===== src/rtl/keypad_scan_frontend_if.sv =====
// Key-matrix pins and debounced key status between the scan frontend (master) and the game (slave).
interface keypad_scan_frontend_if;
  logic [3:0] row_in;
  logic [2:0] col_out;
  logic [3:0] key_code;
  logic       key_press;
  logic       key_release;
  logic       key_held;

  modport master (
    input  row_in,
    output col_out,
    output key_code,
    output key_press,
    output key_release,
    output key_held
  );

  modport slave (
    output row_in,
    input  col_out,
    input  key_code,
    input  key_press,
    input  key_release,
    input  key_held
  );
endinterface


===== src/rtl/keypad_scan_frontend.sv =====
// 4x3 keypad scanner: column drive, row synchroniser, frame debounce and key press/release encoding.
// Optional auto-repeat of key_press while a key is held is enabled by defining KEYPAD_REPEAT_EN.
module keypad_scan_frontend #(
  parameter int SCAN_DIV        = 50000,
  parameter int DEBOUNCE_FRAMES = 4,
  parameter int REPEAT_DELAY    = 500,
  parameter int REPEAT_RATE     = 100
) (
  input  logic                  clk,
  input  logic                  reset,
  keypad_scan_frontend_if.master kp
);

  localparam int DIV_W  = $clog2(SCAN_DIV);
  localparam int STAB_W = $clog2(DEBOUNCE_FRAMES + 1);

  localparam logic [DIV_W-1:0]  DIV_LAST     = DIV_W'(SCAN_DIV - 1);
  localparam logic [STAB_W-1:0] STAB_FULL    = STAB_W'(DEBOUNCE_FRAMES);
  localparam logic [3:0]        CODE_NONE    = 4'h0;
  localparam logic [3:0]        CODE_INVALID = 4'hF;

  if (SCAN_DIV < 4) begin : g_bad_scan_div
    $error("keypad_scan_frontend: SCAN_DIV must be at least 4");
  end
  if (DEBOUNCE_FRAMES < 1) begin : g_bad_debounce
    $error("keypad_scan_frontend: DEBOUNCE_FRAMES must be at least 1");
  end
  if (REPEAT_DELAY < 1 || REPEAT_RATE < 1) begin : g_bad_repeat
    $error("keypad_scan_frontend: REPEAT_DELAY and REPEAT_RATE must be at least 1");
  end

  // One-hot state encoding doubles as the column drive pattern.
  typedef enum logic [2:0] {
    COL0 = 3'b001,
    COL1 = 3'b010,
    COL2 = 3'b100
  } scan_state_e;

  scan_state_e       scanState_q, scanState_d;
  logic [DIV_W-1:0]  divCnt_q, divCnt_d;
  logic [3:0]        rowMeta_q, rowSync_q;
  logic [11:0]       frameBits_q, frameBits_d, frameNow;
  logic [3:0]        frameCode;
  logic [3:0]        bitCount, bitCode;
  logic              sampleTick, frameEnd;

  logic [3:0]        cand_q, cand_d;
  logic [STAB_W-1:0] stabCnt_q, stabCnt_d;
  logic [3:0]        state_q, state_d;
  logic [3:0]        keyCode_q, keyCode_d;
  logic              keyPress_q, keyPress_d;
  logic              keyRelease_q, keyRelease_d;
  logic              keyHeld_q, keyHeld_d;
  logic              accept;

`ifdef KEYPAD_REPEAT_EN
  localparam int RPT_MAX = (REPEAT_DELAY > REPEAT_RATE) ? REPEAT_DELAY : REPEAT_RATE;
  localparam int RPT_W   = $clog2(RPT_MAX + 1);

  localparam logic [RPT_W-1:0] RPT_DELAY_CNT = RPT_W'(REPEAT_DELAY);
  localparam logic [RPT_W-1:0] RPT_RATE_CNT  = RPT_W'(REPEAT_RATE);

  logic [RPT_W-1:0] rptCnt_q, rptCnt_d, rptCntInc;
  logic             rptArmed_q, rptArmed_d;
  logic             rptFire;
`endif

  assign sampleTick = (divCnt_q == DIV_LAST);
  assign frameEnd   = sampleTick && (scanState_q == COL2);

  always_comb begin
    scanState_d = scanState_q;
    divCnt_d    = divCnt_q + 1'b1;
    if (sampleTick) begin
      divCnt_d = '0;
      case (scanState_q)
        COL0:    scanState_d = COL1;
        COL1:    scanState_d = COL2;
        default: scanState_d = COL0;
      endcase
    end
  end

  // Frame bit index is row*3+col; the live column is merged in so the frame is complete at COL2.
  always_comb begin
    frameNow = frameBits_q;
    for (int r = 0; r < 4; r++) begin
      case (scanState_q)
        COL0:    frameNow[r*3]     = rowSync_q[r];
        COL1:    frameNow[r*3 + 1] = rowSync_q[r];
        default: frameNow[r*3 + 2] = rowSync_q[r];
      endcase
    end
    frameBits_d = sampleTick ? frameNow : frameBits_q;
  end

  always_comb begin
    bitCount  = '0;
    bitCode   = '0;
    frameCode = CODE_NONE;
    for (int i = 0; i < 12; i++) begin
      if (frameNow[i]) begin
        bitCount = bitCount + 4'd1;
        bitCode  = 4'(i + 1);
      end
    end
    if (bitCount == 4'd1) begin
      frameCode = bitCode;
    end else if (bitCount != 4'd0) begin
      frameCode = CODE_INVALID;
    end
  end

  always_comb begin
    cand_d       = cand_q;
    stabCnt_d    = stabCnt_q;
    state_d      = state_q;
    keyCode_d    = keyCode_q;
    keyHeld_d    = keyHeld_q;
    keyPress_d   = 1'b0;
    keyRelease_d = 1'b0;
    accept       = 1'b0;

    if (frameEnd) begin
      if (frameCode == cand_q) begin
        if (stabCnt_q != STAB_FULL) begin
          stabCnt_d = stabCnt_q + 1'b1;
        end
      end else begin
        cand_d    = frameCode;
        stabCnt_d = STAB_W'(1);
      end
      accept = (stabCnt_d == STAB_FULL) && (cand_d != CODE_INVALID) && (cand_d != state_q);
    end

    // Key-to-key roll-over goes straight to the new code without a release pulse.
    if (accept) begin
      state_d = cand_d;
      if (cand_d == CODE_NONE) begin
        keyHeld_d    = 1'b0;
        keyRelease_d = 1'b1;
      end else begin
        keyCode_d  = cand_d;
        keyHeld_d  = 1'b1;
        keyPress_d = 1'b1;
      end
    end

`ifdef KEYPAD_REPEAT_EN
    rptCnt_d   = rptCnt_q;
    rptArmed_d = rptArmed_q;
    rptCntInc  = rptCnt_q + 1'b1;
    rptFire    = 1'b0;
    if (accept) begin
      rptCnt_d   = '0;
      rptArmed_d = 1'b0;
    end else if (frameEnd && (state_q != CODE_NONE)) begin
      rptCnt_d = rptCntInc;
      if ((!rptArmed_q && (rptCntInc == RPT_DELAY_CNT)) ||
          (rptArmed_q && (rptCntInc == RPT_RATE_CNT))) begin
        rptFire    = 1'b1;
        rptCnt_d   = '0;
        rptArmed_d = 1'b1;
      end
    end
    if (rptFire) begin
      keyPress_d = 1'b1;
    end
`endif
  end

  always_ff @(posedge clk) begin
    if (!reset) begin
      scanState_q  <= COL0;
      divCnt_q     <= '0;
      rowMeta_q    <= '0;
      rowSync_q    <= '0;
      frameBits_q  <= '0;
      cand_q       <= CODE_NONE;
      stabCnt_q    <= '0;
      state_q      <= CODE_NONE;
      keyCode_q    <= CODE_NONE;
      keyPress_q   <= 1'b0;
      keyRelease_q <= 1'b0;
      keyHeld_q    <= 1'b0;
    end else begin
      scanState_q  <= scanState_d;
      divCnt_q     <= divCnt_d;
      rowMeta_q    <= kp.row_in;
      rowSync_q    <= rowMeta_q;
      frameBits_q  <= frameBits_d;
      cand_q       <= cand_d;
      stabCnt_q    <= stabCnt_d;
      state_q      <= state_d;
      keyCode_q    <= keyCode_d;
      keyPress_q   <= keyPress_d;
      keyRelease_q <= keyRelease_d;
      keyHeld_q    <= keyHeld_d;
    end
  end

`ifdef KEYPAD_REPEAT_EN
  always_ff @(posedge clk) begin
    if (!reset) begin
      rptCnt_q   <= '0;
      rptArmed_q <= 1'b0;
    end else begin
      rptCnt_q   <= rptCnt_d;
      rptArmed_q <= rptArmed_d;
    end
  end
`endif

  assign kp.col_out     = scanState_q;
  assign kp.key_code    = keyCode_q;
  assign kp.key_press   = keyPress_q;
  assign kp.key_release = keyRelease_q;
  assign kp.key_held    = keyHeld_q;

endmodule

===== src/flat_wrapper.sv =====
// flat-port wrapper written by rule: the top's interface ports become plain ports
module keypad_scan_frontend_flat 
#(
  parameter int SCAN_DIV        = 50000,
  parameter int DEBOUNCE_FRAMES = 4,
  parameter int REPEAT_DELAY    = 500,
  parameter int REPEAT_RATE     = 100
)
  (clk, reset, kp_row_in, kp_col_out, kp_key_code, kp_key_press, kp_key_release, kp_key_held);
  keypad_scan_frontend_if kp_i ();
  input  logic clk;
  input  logic reset;
  input wire logic [$bits(kp_i.row_in)-1:0] kp_row_in;
  output wire logic [$bits(kp_i.col_out)-1:0] kp_col_out;
  output wire logic [$bits(kp_i.key_code)-1:0] kp_key_code;
  output wire logic [$bits(kp_i.key_press)-1:0] kp_key_press;
  output wire logic [$bits(kp_i.key_release)-1:0] kp_key_release;
  output wire logic [$bits(kp_i.key_held)-1:0] kp_key_held;
  assign kp_i.row_in = kp_row_in;
  assign kp_col_out = kp_i.col_out;
  assign kp_key_code = kp_i.key_code;
  assign kp_key_press = kp_i.key_press;
  assign kp_key_release = kp_i.key_release;
  assign kp_key_held = kp_i.key_held;
  keypad_scan_frontend #(.SCAN_DIV(SCAN_DIV), .DEBOUNCE_FRAMES(DEBOUNCE_FRAMES), .REPEAT_DELAY(REPEAT_DELAY), .REPEAT_RATE(REPEAT_RATE)) u_core (.clk(clk), .reset(reset), .kp(kp_i));
endmodule

===== config.mk =====
export PLATFORM = sky130hd
export DESIGN_NAME = keypad_scan_frontend_flat
export DESIGN_NICKNAME = d
export VERILOG_FILES = /design/src/rtl/keypad_scan_frontend_if.sv /design/src/rtl/keypad_scan_frontend.sv /design/src/flat_wrapper.sv
export SDC_FILE = /design/constraint.sdc
export NUM_CORES = 1
export LEC_CHECK = 0
export BUFFER_PORTS_ARGS = -buffer_cell sky130_fd_sc_hd__buf_2
export CORE_AREA = 2 2 126 128
export CTS_CLUSTER_SIZE = 12
export DETAILED_ROUTE_END_ITERATION = 10
export DIE_AREA = 0 0 128 130
export PLACE_DENSITY = 0.49
export SKIP_LAST_GASP = 1
export SYNTH_ARGS = -nofsm -noshare
export SYNTH_HDL_FRONTEND = slang
export SYNTH_SLANG_ARGS = --single-unit

===== constraint.sdc =====
create_clock -name clk -period 9.7 [get_ports clk]
set_input_delay 1.94 -clock clk [delete_from_list [all_inputs] [get_ports clk]]
set_output_delay 1.94 -clock clk [all_outputs]
set_load 0.005 [all_outputs]

* After elaboration in Yosys (flattened, before gate mapping)
Cells that the tools add are included.
Widths: inputs -> output; s select.
** Storage, ports and cells
- Memory bits (writable) :: 0
- Memories :: 0
- Input port bits :: 6
- Bits in read-only memories :: 0
- Flip-flop bits (word level) :: 57
- Bits in latches :: 0
** Cells by class
- Multiply operators :: 0
- Bitwise logic cells :: 2
- Reductions and logical operators :: 9
- Shift operators :: 0
- Magnitude comparators :: 0
- Add/sub/neg operators :: 13
- Muxes and demuxes :: 47
- Eq/ne operators :: 10
- Divide/modulo/power cells :: 0
** Operators by type and width (count)
- $mux 4 :: 21
- $add 4x1->4 const B :: 10
- $mux 3 :: 7
- $add 16x1->16 const B :: 1
- $eq 16x16->1 const B :: 1
- $mux 1 :: 16
- $eq 3x3->1 const B :: 2
- $pmux 3 s2 :: 1
- $eq 4x1->1 const B :: 1
- $eq 4x4->1 :: 1
- $logic_not 4->1 :: 1
- $mux 2 :: 2
- $ne 4x4->1 :: 1
- $ne 4x4->1 const B :: 1
- $reduce_and 2->1 :: 2
- $reduce_bool 4->1 :: 1
- $reduce_or 2->1 :: 2
- $add 3x1->3 const B :: 1
- $eq 3x1->1 const B :: 1
- $eq 3x2->1 const B :: 1
- $logic_and 1x1->1 :: 3
- $ne 3x3->1 const B :: 1
- $add 1x1->2 const B :: 1
- $not 1->1 :: 2

* Logic depth before layout (Yosys ltp)
Gate-level depths: netlist of the first run.
- Depth in word-level cells :: 36
- Depth in mapped cells :: 45
- Mapped depth without buffers :: 42

* Worst setup path after synthesis of the first run
OpenSTA, ideal clock, no wires.
- Path type :: flip-flop to flip-flop
- Start :: register u_core.scanState_q[1], in the netlist u_core.kp.col_out[1]
- End :: register u_core.keyCode_q[1], in the netlist u_core.kp.key_code[1]
- Stages on the path, launching flop included :: 43
- Data required time :: 9.631 ns
- Period minus slack after synthesis :: 8.221 ns
- Path slack :: 1.479 ns
- Library setup time :: 0.069 ns
- Arrival :: 8.152 ns
- Cells stage by stage :: dfxtp_1 > buf_4 > nor3b_4 > buf_6 > mux2i_1 > ha_1 > nor2b_1 > o211ai_1 > nand2_1 > ha_1 > nand2_1 > o21ai_0 > ha_1 > nand2_1 > o221ai_2 > ha_1 > mux2_2 > ha_1 > (+7 left out) > ha_1 > nand2_1 > o311ai_2 > ha_1 > nor2_1 > nor2_1 > ha_1 > nand2_1 > o31ai_1 > o211ai_1 > inv_1 > ha_1 > o31ai_1 > nand3_1 > or4b_1 > buf_2 > or3_1 > o21ai_1
** On the way
- Longest elaborated chain between the ends :: 36
- Elaborated cells on any way between the ends :: 70
- Those cells by class :: add/sub (11); eq/ne (8); mux (43); bitwise (1); reduce/logical (7)
** RTL lines
- from (decl) :: line keypad_scan_frontend.sv:39 : scan_state_e scanState_q, scanState_d;
- from (signal assigned) :: line keypad_scan_frontend.sv:187 : scanState_q <= scanState_d;
- $eq 3x1->1 :: line keypad_scan_frontend.sv:88 : case (scanState_q)
- $mux 1 :: line keypad_scan_frontend.sv:88
- $mux 1 :: line keypad_scan_frontend.sv:102 : if (frameNow[i]) begin
- $add 1x1->2 :: line keypad_scan_frontend.sv:103 : bitCount = bitCount + 4'd1;
- $mux 4 :: line keypad_scan_frontend.sv:102
- $add 4x1->4 :: line keypad_scan_frontend.sv:103
- $mux 4 :: line keypad_scan_frontend.sv:102
- $add 4x1->4 :: line keypad_scan_frontend.sv:103
- (+19 left out)
- $mux 4 :: line keypad_scan_frontend.sv:107 : if (bitCount == 4'd1) begin
- $eq 4x4->1 :: line keypad_scan_frontend.sv:125 : if (frameCode == cand_q) begin
- $mux 4 / $mux 3 (equally long branches) :: line keypad_scan_frontend.sv:125
- $mux 4 / $mux 3 (equally long branches) :: line keypad_scan_frontend.sv:124 : if (frameEnd) begin
- $ne 4x4->1 / $eq 3x3->1 (equally long branches) :: line keypad_scan_frontend.sv:133 : accept = (stabCnt_d == STAB_FULL) && (cand_d != CODE_INVALID) && (cand_d != state_q);
- $logic_and 1x1->1 (2 in series) :: line keypad_scan_frontend.sv:133
- $mux 1 :: line keypad_scan_frontend.sv:124
- $reduce_and 2->1 (no line)
- to (signal assigned) :: line keypad_scan_frontend.sv:195 : keyCode_q <= keyCode_d;
- to (decl) :: line keypad_scan_frontend.sv:50 : logic [3:0] keyCode_q, keyCode_d;
Several ways; a longest one is shown, not always the timed one. The select of a mux whose other input is x is not followed.
A chain may end at the register's enable or synchronous reset.

* Final worst setup path of the first run
- Start :: register u_core.scanState_q[2], in the netlist u_core.kp.col_out[2]
- End :: register u_core.keyCode_q[0], in the netlist u_core.kp.key_code[0]
The elaborated chain is that of the path after synthesis.

==> metrics, run 1 <==
Crit Path Class=reg -> reg; final wirelength=between 9000 and 10000 um; Worst Skew=5.68 ps; syn nets=511; share of cells above drive strength 1=0.147; DRT met1 WL=4810 um; Area growth syn-to-layout=13.6%; dpl hpwl=between 7000 and 8000 um; die area=16600 um2; Async SR Flop Fraction=0; initial detailed-routing violation count=276; post-synthesis simple-gate area fraction=0.244; IO Port Bufs=15; hold buffers post-CTS=0; Cell Pwr Density=129 nW/um2; Setup WS post-layout=658 ps; Final Net Count=520; dpl cell area=4330 um2; Setup TNS Final=0 ps; post-DR wirelength/cell=14.1 um; post-synthesis sequential area ratio=0.280; I/O pin count=16; Synth cell types=73; Post-Synth XOR/XNOR Area=0.140; post-synthesis sequential element count=between 50 and 60; Worst IR Drop VDD=0.0000907 V; design area=about 4600 um2; synthesized area per cell=8.33 um2; Tot Pwr=598 uW; worst-skew pair later-pin latency=330 ps; CTS Sinks=57; Mapped Area=4080 um2; Via-to-Cell Ratio=5.05; Routability Congestion=0.843; Die X-Extent=approximately 130 um; initial antenna violation count=0; outcome=completed; Final Slew Violations=0; CTS H-tree lvls=3; worst hold slack=430 ps; worst path arrival time=just over 9000 ps; Final Cycle Share=0.932; Final Hold Fails=0; clock tree from TritonCTS=yes; adder-cell area share of the yosys netlist=0.0460; ys flop type=dfxtp_1; Layout fillers=1634; Ant. Diodes=0; Critical Path RT=9900 ps; clk buf depth=2; Rel. slew slack=0.480; Setup violations, final=0; Critical Path Start Type=register; max incr delay on CP=600 ps; root cell of the clock tree=clkbuf_16; uppermost layer routed=met4; grt total ovfl=0; post-route ant nets=0; GRT Total Usage=0.123; Pleak=approximately 2.0 nW; Worst Hold Class=reg -> reg; fraction of the mapped netlist area in compound gates=0.185; number of synthesized flops with an enable pin=0; CP endpoint kind=register; unrepaired setup endpoints after global routing=no; Num CTS Buffers=9; largest family of logic cells by synthesized area=simple AND/OR/NAND/NOR gates; Slew @ Worst Pin=781 ps; largest net degree at the start of global routing=45; crit path max fanout=15; mux cell area share after synthesis=0.0567; dpl ws=around 430 ps; Cells after Synth=a little under 500; Synth warnings=0; vias=3509; met3 routed WL=328 um; DRC Markers=0; f_max=between 100 and 150 MHz; Core Area=15400 um2; number of max-cap violations=0; first-pass GRT wire length=16400 um; Cell Rows=46; number of global-route vias before repair=3293; 1st-pass router iterations=4; wire length on met2=between 4000 and 5000 um; clk slew on worst S/H paths=50 ps; Initial Utilization=0.265; Max stage delay cell, worst path=or4b_4; crit-path most repeated cell=ha_1; die height=130 um; crit path time final=9040 ps
[worst paths after layout]
check / startpoint / cells after the start / slack, ps / endpoint
hold reg to reg: u_core.rowMeta_q[3]$_SDFF_PN0_ / 1 / 430 / u_core.rowSync_q[3]$_SDFF_PN0_
setup reg to reg: u_core.kp.col_out[2]$_SDFFE_PN0P_ / 41 / 660 / u_core.kp.key_code[0]$_SDFFE_PN0P_
setup / recovery: u_core.kp.col_out[2]$_SDFFE_PN0P_ / 41 / 660 / u_core.kp.key_code[0]$_SDFFE_PN0P_
hold / removal: u_core.rowMeta_q[3]$_SDFF_PN0_ / 1 / 430 / u_core.rowSync_q[3]$_SDFF_PN0_
[cell usage after synthesis, types with 6 or more instances]
cell       n  area share
inv_1     23       0.021
clkbuf_1  12       0.011
xnor2_1   23       0.049
nand3_1   26       0.032
a21oi_1   11       0.013
o31ai_1    6       0.011
and2_1    13       0.020
o211a_1   12       0.029
o21ai_0   18       0.022
mux2i_1   13       0.032
nor3_1    12       0.015
nand2_1   53       0.049
mux2_2     9       0.025
xor2_1    19       0.041
nor2b_1    6      0.0092
ha_1      15       0.046
nor2_1    45       0.041
dfxtp_1   57        0.28
[report_power, final]
part / internal (mW) / switching [mW]
logic: 0.0194 / 0.0273
clock network: 0.203 / 0.108
registers: 0.237 / 0.00283
[routing by layer]
metal  track usage  vias up
met1         0.167     1665
li1              -     1754
met2         0.193       80
met3        0.0197       10
met5             0        -
met4        0.0582        0
[cells in the final DEF, fill, tap and decap left out, drive strengths merged, types with 4 or more instances in the layout]
cell	synthesis	routed
dfxtp	57	57
nand2	54	54
nor2	45	45
xnor2	27	27
nand3	26	26
inv	24	24
o21ai	23	23
buf	11	21
xor2	19	19
ha	15	15
and2	14	14
mux2i	13	13
nor3	13	13
o211a	12	12
a21oi	12	12
clkbuf	12	10
mux2	9	9
nor2b	6	6
o31ai	6	6
xnor3	6	6
or2	5	5
nor4	5	5
nand4	5	5
o22ai	4	4
a22oi	4	4
or3	4	4
and3	4	4
a211o	4	4
o32ai	4	4
[logic make-up (layout without fill, tap and decap cells)]
logic type | after synthesis | count (layout)
simple gates | 197 | 197
compound gates | 100 | 100
flops | 57 | 57
xor+xnor | 52 | 52
buf+inv | 47 | 60
mux | 22 | 22
fa+ha+maj | 15 | 15
[area by class of cell]
type                       count  area (um2)  area share
multi-input combinational    386        2750       0.593
inverter                      24        90.1      0.0194
clock inverter                 5        56.3      0.0121
tap                          192         240      0.0518
timing repair buffer          21         120      0.0259
sequential                    57        1140       0.246
clock buffer                  10         239      0.0515
[registers in the layout (all words and copies together), names as in the netlist]
register               cells
u_core.kp.key_release      1
u_core.kp.col_out          3
u_core.cand_q              4
u_core.divCnt_q           16
u_core.rowSync_q           4
u_core.kp.key_held         1
u_core.stabCnt_q           3
u_core.kp.key_press        1
u_core.frameBits_q        12
u_core.rowMeta_q           4
u_core.kp.key_code         4
u_core.state_q             4
[worst max-delay path, delay by kind of cell (launching register included)]
family	cells	cell delay (ps)
AOI/OAI and AO/OA	10	1550
buffers and inverters	2	300
xor gates and xnor gates	1	120
DFF	1	490
adders and majority gates	10	3020
muxes	2	650
and+or+nand+nor	16	2770
[timing repair]
action,4_1_cts,5_1_grt
endpoints found under the setup margin,0,11
resized for setup,0,2
setup buffers,0,1
hold endpoints to repair,0,0
[metrics by stage]
stage | util | std cells
2_1_floorplan | - | 490
3_3_place_gp | 0.281 | 679
5_1_grt | 0.301 | 695
4_1_cts | 0.300 | 694
3_5_place_dp | 0.281 | 679
6_report | 0.301 | 695
No activity file was read; power rests on OpenSTA's default activity.
==> run 2, diff against run 1 <==
- CORE_AREA: 2 2 126 128 -> 2 2 111 113
- DIE_AREA: 0 0 128 130 -> 0 0 113 115
- PLACE_DENSITY: 0.49 -> 0.58
==> run 2 against run 1 <==
  * Largest power group unchanged
  * Largest cell class unchanged
  * Combinational power about the same
  * Clock skew is 2.3 ps higher
  * Routed wire length is 2.2% lower
  * Worst hold slack is essentially flat
==> metrics, run 2 (synthesis results as in run 1) <==
worst-skew pair later-pin latency=330 ps; Setup TNS Final=0 ps; Final Net Count=518; biggest regs=u_core.divCnt_q (16), u_core.frameBits_q (12); Cells after DPL=~630; I/O pin count=16; Core Area=11800 um2; Crit Path Class=reg -> reg; Worst Skew=8.02 ps; clk slew on worst S/H paths=50 ps; Area growth syn-to-layout=12.8%; 1st-pass router iterations=4; crit-path most repeated cell=ha_1; root cell of the clock tree=clkbuf_16; design area=between 4000 and 5000 um2; Setup violations, final=0; Final Slew Violations=0; Worst Hold Class=reg -> reg; max incr delay on CP=660 ps; post-DR wirelength/cell=approximately 15 um; first-pass GRT wire length=16200 um; post-route ant nets=0; Reg-to-Reg Start=u_core.kp.col_out[1]$_SDFFE_PN0P_; share of cells above drive strength 1=0.149; IO Port Bufs=15; f_max=113 MHz; Tot Pwr=631 uW; footprint of the multi-input gates=2750 um2; Critical Path RT=9910 ps; dpl cell area=4270 um2; die area=about 13000 um2; Slew @ Worst Pin=835 ps; vias=3505; Pleak=2.05 nW; DRC Markers=0; Final Cycle Share=0.914; initial detailed-routing violation count=220; GRT Total Usage=0.155; dpl hpwl=around 7000 um; final cell count without fillers=649; Routability Congestion=0.853; Cell Pwr Density=137 nW/um2; CP endpoint kind=register; most frequent cells in the layout=55 x dfxtp_1, 53 x nand2_1, 45 x nor2_1; Critical Path Start Type=register; Cell Rows=40; outcome=completed; Reg area=~1100 um2; CTS H-tree lvls=3; final wirelength=9560 um; Setup Buffers After CTS=0; Num CTS Buffers=9; number of global-route vias before repair=~3300; number of max-cap violations=0; Die X-Extent=113 um; critical path startpoint=u_core.kp.col_out[1]$_SDFFE_PN0P_; worst path arrival time=9070 ps; Worst Hold Launch=u_core.rowMeta_q[3]$_SDFF_PN0_; CTS Sinks=57; Ant. Diodes=0; crit path max fanout=14; Max stage delay cell, worst path=or4b_4; Final Hold Fails=0; initial antenna violation count=0; clk buf depth=2; leading cell type in the layout, fill and taps excluded=dfxtp_1; Via-to-Cell Ratio=5.40; clock tree from TritonCTS=yes; Layout fillers=1208; crit path time final=8870 ps; largest net degree at the start of global routing=45; max FFs per register=16; grt total ovfl=0; Worst IR Drop VDD=~0.00018 V; Initial Utilization=0.345; Rel. slew slack=0.427; unrepaired setup endpoints after global routing=no; Top reg by flops=u_core.divCnt_q; die height=115 um
==> run 2: cell types whose count changed in the layout (fill, tap and decap cells not counted), sizes merged <==
cell and delta:
inv +1, clkinvlp +1, buf -2, clkinv -2, bufinv +1
==> run 2: final timing paths <==
kind,to,slack [ps],cells past startpoint
setup / recovery,u_core.kp.key_code[2]$_SDFFE_PN0P_,830,41
hold / removal,u_core.rowSync_q[3]$_SDFF_PN0_,430,1
setup reg to reg,u_core.kp.key_code[2]$_SDFFE_PN0P_,830,41
hold reg to reg,u_core.rowSync_q[3]$_SDFF_PN0_,430,1
==> run 2: per-stage QoR <==
stage	utilization	hold slack (ps)	setup WS [ps]
after detailed placement	0.361	420	467
after CTS	0.389	432	443
final	0.390	430	834
after global routing	0.390	459	134
after floorplan	-	412	1480
after global placement	0.361	417	768
==> run 2: area by class of cell <==
| cell class | count | area share |
|---|---|---|
| Timing Repair Buffer | 19 | 0.0228 |
| Clock buffer | 10 | 0.0519 |
| Sequential cell | 57 | 0.248 |
| Tap cell | 147 | 0.0399 |
| Multi-Input combinational cell | 386 | 0.598 |
| Inverter | 24 | 0.0196 |
| Clock inverter | 6 | 0.0193 |
==> run 2: worst max-delay path: cells and delay by family, from the launching register on <==
kind                     cells  cell delay [ps]
XOR/XNOR                     1              470
multiplexers                 2              660
AO/OA/AOI/OAI               11             1400
AND/OR/NAND/NOR             15             2670
buffers and inverters        3              400
adder cells (fa/ha/maj)      9             2640
flip-flops                   1              490
==> run 2: per-layer routing <==
metal	up-vias	global-route usage	routed length [um]
li1	1764	-	-
met1	1651	0.214	4870
met2	81	0.244	4190
met3	9	0.0269	367
met4	0	0.0561	131
met5	-	0	0
==> run 2: power breakdown <==
group / leakage [nW] / internal [mW] / switching [mW] / total [mW]
sequential: 0.461 / 0.237 / 0.00278 / 0.240
combinational: 1.43 / 0.0197 / 0.0271 / 0.0467
clock: 0.155 / 0.232 / 0.112 / 0.344
==> run 2: what timing repair did <==
| action | 4_1_cts | 5_1_grt |
|---|---|---|
| gates resized for setup | 0 | 4 |
| hold buffers | 0 | 0 |
| setup endpoints to repair | 0 | 10 |
